### src/rtl/fetch_block.sv
// Thumb instruction fetch: single-outstanding memory requests feeding a small
// prefetch FIFO that presents instructions and their addresses to decode.
module fetch_block #(
    parameter int               WORD        = 32,
    parameter int               INSTR_WIDTH = 16,
    parameter int               FIFO_DEPTH  = 2,
    parameter logic [WORD-1:0]  RESET_PC    = '0
) (
    input  logic                   clk_i,
    input  logic                   reset_i,
    output logic                   imem_req_o,
    output logic [WORD-1:0]        imem_addr_o,
    input  logic                   imem_valid_i,
    input  logic [INSTR_WIDTH-1:0] imem_data_i,
    input  logic                   redirect_i,
    input  logic [WORD-1:0]        redirect_addr_i,
    input  logic                   stall_i,
    output logic [INSTR_WIDTH-1:0] instruction_o,
    output logic [WORD-1:0]        instr_addr_o,
    output logic                   instr_valid_o
);

    localparam int PTR_W = (FIFO_DEPTH > 1) ? $clog2(FIFO_DEPTH) : 1;
    localparam int CNT_W = PTR_W + 1;

    typedef enum logic [1:0] {
        FETCH,
        WAIT,
        DISCARD
    } state_t;

    state_t                 r_state;
    logic [WORD-1:0]        r_pc;
    logic [INSTR_WIDTH-1:0] r_data [FIFO_DEPTH];
    logic [WORD-1:0]        r_addr [FIFO_DEPTH];
    logic [PTR_W-1:0]       r_wptr;
    logic [PTR_W-1:0]       r_rptr;
    logic [CNT_W-1:0]       r_count;

    logic w_empty;
    logic w_full;
    logic w_push;
    logic w_pop;
    logic w_unused;

    // Halfword alignment: the low redirect bit carries no information.
    assign w_unused = redirect_addr_i[0];

    assign w_empty = (r_count == '0);
    assign w_full  = (r_count == CNT_W'(FIFO_DEPTH));
    assign w_push  = (r_state == WAIT) && imem_valid_i && !redirect_i;
    assign w_pop   = !w_empty && !stall_i && !redirect_i;

    assign imem_req_o    = (r_state == FETCH) && !w_full && !redirect_i;
    assign imem_addr_o   = r_pc;
    assign instr_valid_o = !w_empty;
    assign instruction_o = w_empty ? '0 : r_data[r_rptr];
    assign instr_addr_o  = w_empty ? '0 : r_addr[r_rptr];

    always_ff @(posedge clk_i) begin
        if (reset_i) begin
            r_state <= FETCH;
            r_pc    <= RESET_PC;
            r_wptr  <= '0;
            r_rptr  <= '0;
            r_count <= '0;
        end else begin
            unique case (r_state)
                FETCH: begin
                    if (imem_req_o)
                        r_state <= WAIT;
                end
                WAIT: begin
                    if (redirect_i)
                        r_state <= imem_valid_i ? FETCH : DISCARD;
                    else if (imem_valid_i)
                        r_state <= FETCH;
                end
                DISCARD: begin
                    if (imem_valid_i)
                        r_state <= FETCH;
                end
                default: r_state <= FETCH;
            endcase

            // Redirect flushes everything and wins over push/pop.
            if (redirect_i) begin
                r_pc    <= {redirect_addr_i[WORD-1:1], 1'b0};
                r_wptr  <= '0;
                r_rptr  <= '0;
                r_count <= '0;
            end else begin
                if (w_push) begin
                    r_data[r_wptr] <= imem_data_i;
                    r_addr[r_wptr] <= r_pc;
                    r_wptr         <= r_wptr + PTR_W'(1);
                    r_pc           <= r_pc + WORD'(2);
                end
                if (w_pop)
                    r_rptr <= r_rptr + PTR_W'(1);
                if (w_push && !w_pop)
                    r_count <= r_count + CNT_W'(1);
                else if (!w_push && w_pop)
                    r_count <= r_count - CNT_W'(1);
            end
        end
    end

endmodule

### config.mk
export PLATFORM = sky130hd
export DESIGN_NAME = fetch_block
export DESIGN_NICKNAME = d
export VERILOG_FILES = /design/src/rtl/fetch_block.sv
export SDC_FILE = /design/constraint.sdc
export NUM_CORES = 1
export LEC_CHECK = 0
export BUFFER_PORTS_ARGS = -buffer_cell sky130_fd_sc_hd__buf_4
export CORE_MARGIN = 1.5
export CORE_UTILIZATION = 45
export CTS_CLUSTER_DIAMETER = 120
export DETAILED_ROUTE_END_ITERATION = 8
export GPL_ROUTABILITY_DRIVEN = 0
export PLACE_DENSITY = 0.72
export SLEW_MARGIN = 20
export SYNTH_ARGS = -nofsm -noshare
export SYNTH_HDL_FRONTEND = slang
export SYNTH_SLANG_ARGS = --single-unit
### constraint.sdc
create_clock -name clk_i -period 4.82 [get_ports clk_i]
set_clock_uncertainty 0.05 [all_clocks]
set_input_delay 0 -clock clk_i [delete_from_list [all_inputs] [get_ports clk_i]]
set_output_delay 0 -clock clk_i [all_outputs]
set_load 0.03 [all_outputs]
* Word-level counts from Yosys, hierarchy flattened
Memory sizes are Yosys's and may differ from the RTL's. A register that Yosys moved wholly into a read port is not among the register bits.
Index checks and enable logic that the tools add are counted.
** Word-level totals
- Output and inout port bits :: 82
- Input bits :: 53
- RAM bits :: 96
- Memories kept :: 2
- Register bits :: 38
- Logic and storage cells :: 55
** Operators by class
- Add/sub/neg operators :: 5
- Equal/unequal tests :: 4
- Multiplexer cells :: 19
- Reductions and logical operators :: 19
** Memory list
- r_addr :: depth 2, width 32, rd ports 1, clocked after Yosys merged registers in 1, wr ports 1, RTL line 35 : logic [WORD-1:0] r_addr [FIFO_DEPTH];
- r_data :: depth 2, width 16, rd ports 1, clocked after Yosys merged registers in 1, wr ports 1, RTL line 34 : logic [INSTR_WIDTH-1:0] r_data [FIFO_DEPTH];
** Operators by type and width (number)
- two-way mux 32 bit :: 3
- adder 32 x 2 -> 32 bit, second input constant :: 1
- two-way mux 16 bit :: 1
- two-way mux 2 bit :: 6
- logical AND 1 bit :: 8
- two-way mux 1 bit :: 8
- logical NOT 1 bit :: 6
- one-hot mux 2 bit (3 select lines) :: 1
- equality test 2 bit, second input constant :: 2
- logical NOT 2 bit :: 2
- nonzero test 2 bit :: 2
- adder 1 bit, second input constant :: 2
- adder 2 x 1 -> 2 bit, second input constant :: 1
- equality test 2 x 1 -> 1 bit, second input constant :: 1
- != test 2 bit, second input constant :: 1
- OR reduction 2 bit :: 1
- subtractor 2 x 1 -> 2 bit, second input constant :: 1

* Logic depth before layout (Yosys ltp)
- Word-level depth :: 7
- Mapped depth :: 7
- Depth with buffers taken out :: 6

* Least setup slack after synthesis
Ideal clock, no wire load.
- Path type :: reg2reg
- From :: register r_state[0]
- To :: memory r_addr[0][10] (enable)
- Arrival time :: 3929 ps
- Stages on the path, launching flop included :: 4
- Required time :: 4260 ps
- Library setup time :: 510 ps
- Slack :: 332 ps
- Period minus slack after synthesis :: 4488 ps
- Cell sequence :: dfxtp_1 > buf_2 > nand3b_1 > nor3_1
** On the way
- Cells in the longest elaborated chain, start to end :: 7
** Ends and longest elaborated chain
- from (decl) :: RTL line 32 : state_t r_state;
- from (signal assigned) :: RTL line 75 : r_state <= imem_valid_i ? FETCH : DISCARD;
- equality test 2 x 1 -> 1 bit :: RTL line 51 : assign w_push = (r_state == WAIT) && imem_valid_i && !redirect_i;
- logical AND 1 bit (2 in series) :: RTL line 51
- two-way mux 1 bit :: RTL line 93 : if (w_push) begin
- two-way mux 1 bit :: RTL line 87 : if (redirect_i) begin
- two-way mux 1 bit :: RTL line 61 : if (reset_i) begin
- two-way mux 1 bit (not written as such) :: RTL line 95 : r_addr[r_wptr] <= r_pc;
- to (decl) :: RTL line 35
No other way between the ends.

* Worst setup path in the final report
- From :: register r_pc[2], in the netlist imem_addr_o[2]
- To :: register r_pc[27], in the netlist imem_addr_o[27]
** On the way
- Cells in the longest elaborated chain, start to end :: 3
** Ends and longest elaborated chain
- from (decl) :: RTL line 33 : logic [WORD-1:0] r_pc;
- from (signal assigned) :: RTL line 88 : r_pc <= {redirect_addr_i[WORD-1:1], 1'b0};
- from (signal assigned) :: RTL line 97 : r_pc <= r_pc + WORD'(2);
- adder 32 x 2 -> 32 bit :: RTL line 97
- two-way mux 32 bit :: RTL line 93
- two-way mux 32 bit :: RTL line 87
No other way between the ends. The select of a mux whose other input is x is not followed.
A chain may end at the register's enable or synchronous reset.

==> metrics.yaml <==
power_and_ir_drop:
  pwr-share-clk_pct: 46.9
  leakage_nw: 3.09
  net-switching-power_mw: 0.643
  power.total_mw: 2.91
  switching_share_pct: 22.1
  power_frac_seq_pct: 44.0
  internal_power_mw: 2.27
  vdd_drop_max_mv: 0.189
  p_comb_share_pct: 9.1
  powerDensity_mw_per_mm2: 354
setup_path:
  worst_path_largest_cell_delay_ps: 580
  timing.rr.start: "imem_addr_o[2]"
  reg2reg_depth: 7
  worstPathRequired_ps: 5120
  cp_top_family: "simple AND/OR/NAND/NOR gates"
  cp_num_buf_inv: 1
  path_class: "reg -> reg"
  crit_slowest_cell: "dlygate4sd3_1"
  worst-path-stages: 7
  arrival_ps: 3060
  end_kind: "flop"
  critPathLaunch: "imem_addr_o[2]"
  cp_max_fo: 7
  setup.worst_path.start_class: "flop"
  crit_chain: "ha_1, nand3_1, nor3_1, nand4_1, xor2_1, a211oi_1, dlygate4sd3_1"
status:
  status: "finished, final reports clean"
clock_network:
  clk_latency_ps: 410
  clkTransAtPathRegs_ps: 60
  ctsResizeCount: 0
  numClockSinks: 132
  cts_tree: "built"
  clockBufferDepth: 2
  numCtsBuffers: 17
  cts-root-buf: "clkbuf_16"
  htreeDepth: 4
die:
  die-area_sq_mm: 0.0132
  die_x_microns: 115
  io-pin-count: 135
  chipHeight_microns: 115
  initial_core_util_pct: 46.4
  core_sq_mm: 0.0121
  rows: 40
logic_synthesis:
  synth-edff-count: 94
  synth_top_area_share_pct: 50.2
  syn-cell-area_sq_mm: 0.00562
  yosysSeqAreaShare_pct: 63.7
  synth_area_leaders: "edfxtp_1 50%, dfxtp_1 14%, mux2i_1 8.4%"
  synth_fa_ha_area_share_pct: 0.445
  synth_area_leader_cell: "edfxtp_1"
  ys_ff_latch: 132
  synth.distinct_cells: 43
  synth_xor_xnor_area_share_pct: 4.83
  syn_inst: 458
  synth_mux_area_share_pct: 8.57
  synthTopCellsByCount: "94 x edfxtp_1, 87 x nor2_1, 47 x mux2i_1"
  synth_simple_gate_area_share_pct: 14.8
  synth_flop_cell: "edfxtp_1"
  synth_compound_area_share_pct: 5.10
  yosysWarnings: 0
  synth_top_family_by_area: "simple AND/OR/NAND/NOR gates"
  avgSynthCellArea_sq_um: 12.3
  synth_most_common_cell: "edfxtp_1"
  async_flop_share_pct: 0
final_layout:
  nets: 724
  drive_gt1_share_pct: 26.7
  utilization_pct: 67.9
  fill_cells: 909
  syn2layout_area_growth_pct: 46.3
  fin_area_sq_mm: 0.00822
  seqCellArea_sq_mm: 0.00358
  multi_input_comb_area_sq_mm: 0.00192
  num_antenna_cells: 0
place:
  dpl_cell_area_sq_mm: 0.00681
  post-dp-hpwl_microns: 8420
  io_buffers: 131
detailed_routing:
  vias_per_cell: 5.04
  drc: 0
  wl_per_cell_microns: 16.1
  ant_nets: 0
  drtIter0Drc: 352
  vias: 4283
  wirelength_microns: 13700
  drtPass1Iterations: 4
hold_path:
  hold_depth: 2
  min_path_type: "in -> reg"
  hold_start: "reset_i"
grt:
  grt_max_degree: 48
  track_usage_pct: 21.5
  grt_pass1_vias: 4299
  grt_pass1_wl_microns: 21400
  antenna_found_initial: 0
  gr-total-overflow: 0
timing:
  rsz0062_at_grt: "no"
  layout_min_cycle_time_ps: 2750
  hold_violations: 0
  slew_viol_final: 0
  tns_ps: 0
  fin_crit_sh_pct: 57.1
  tightest_slew_ps: 831
  slew_headroom_pct: 44.6
  max_clock_freq_mhz: 363
  setup_viol: 0
run:
  drv_cap: 0
==> cells in the final DEF, fill, tap and decap left out, types with 11 or more instances in the layout <==
master / instances
dfxtp_1: 37
nand2_1: 19
nor2_1: 86
a21oi_1: 11
clkbuf_16: 17
buf_4: 137
xor2_1: 14
mux2i_1: 47
xnor2_1: 17
a211oi_1: 19
edfxtp_1: 94
dlygate4sd3_1: 78
==> state kept, by name, indices dropped and copies added (netlist names), named ones only <==
| name | cells |
|---|---|
| r_wptr | 1 |
| r_data | 32 |
| r_addr | 62 |
| r_rptr | 1 |
| imem_addr_o | 31 |
| r_count | 2 |
| r_state | 2 |
==> power groups by stage <==
stage                     registers (mW)  logic [mW]  clock network (mW)
after floorplan                     1.32      0.0859                   0
after global placement              1.30       0.204                   0
after detailed placement            1.30       0.209                   0
after CTS                           1.28       0.264                1.38
after global routing                1.28       0.284                1.44
final                               1.28       0.266                1.36
==> worst paths after layout <==
path / endpoint / slack [ps]
setup / recovery: imem_addr_o[27] / 2070
hold / removal: imem_addr_o[11] / 20
setup reg to reg: imem_addr_o[27] / 2070
hold reg to reg: flop / 460
==> layout make-up <==
cell class,instances,share of cell area [%]
Tap cell,168,2.56
Sequential cell,132,43.6
Clock inverter,12,2.18
Timing Repair Buffer,216,22.3
Multi-Input combinational cell,293,23.4
Inverter,9,0.411
Clock buffer,20,5.55
==> per-layer routing <==
metal,track usage [%],vias up,part of all wire [%]
met4,7.74,0,0.82
met3,4.64,10,5.2
met1,27.0,2049,43
li1,-,2081,-
met5,0,-,0
met2,36.9,143,51
==> worst reg2reg max path: cells and delay by family, from the launching register on <==
kind	cells	cell delay, ps
simple gates	3	850
buf+inv	1	580
flops	1	490
fa+ha+maj	1	300
compound gates	1	250
xor+xnor	1	180
==> what timing repair did <==
item / 4_1_cts / 5_1_grt
endpoints found under the hold margin: 67 / 0
setup endpoints to repair: 0 / 0
hold buffers: 78 / 0
buffers inserted: 0 / 0
==> cell families after synthesis <==
logic type / count (synthesis)
mux: 48
other cells: 1
simple gates: 168
xor+xnor: 31
buf+inv: 34
flops: 132
fa+ha+maj: 2
compound gates: 42
==> per-stage QoR <==
step / setup WS [ps] / std cells / hold slack, ps
finish: 2070 / 850 / 23.1
global placement: 2420 / 739 / 136
floorplan: 332 / 459 / 26.6
detailed placement: 2610 / 740 / 140
CTS: 2120 / 850 / 2.43
global route: 1810 / 850 / 24.9
(Power assumes the default switching activity.)
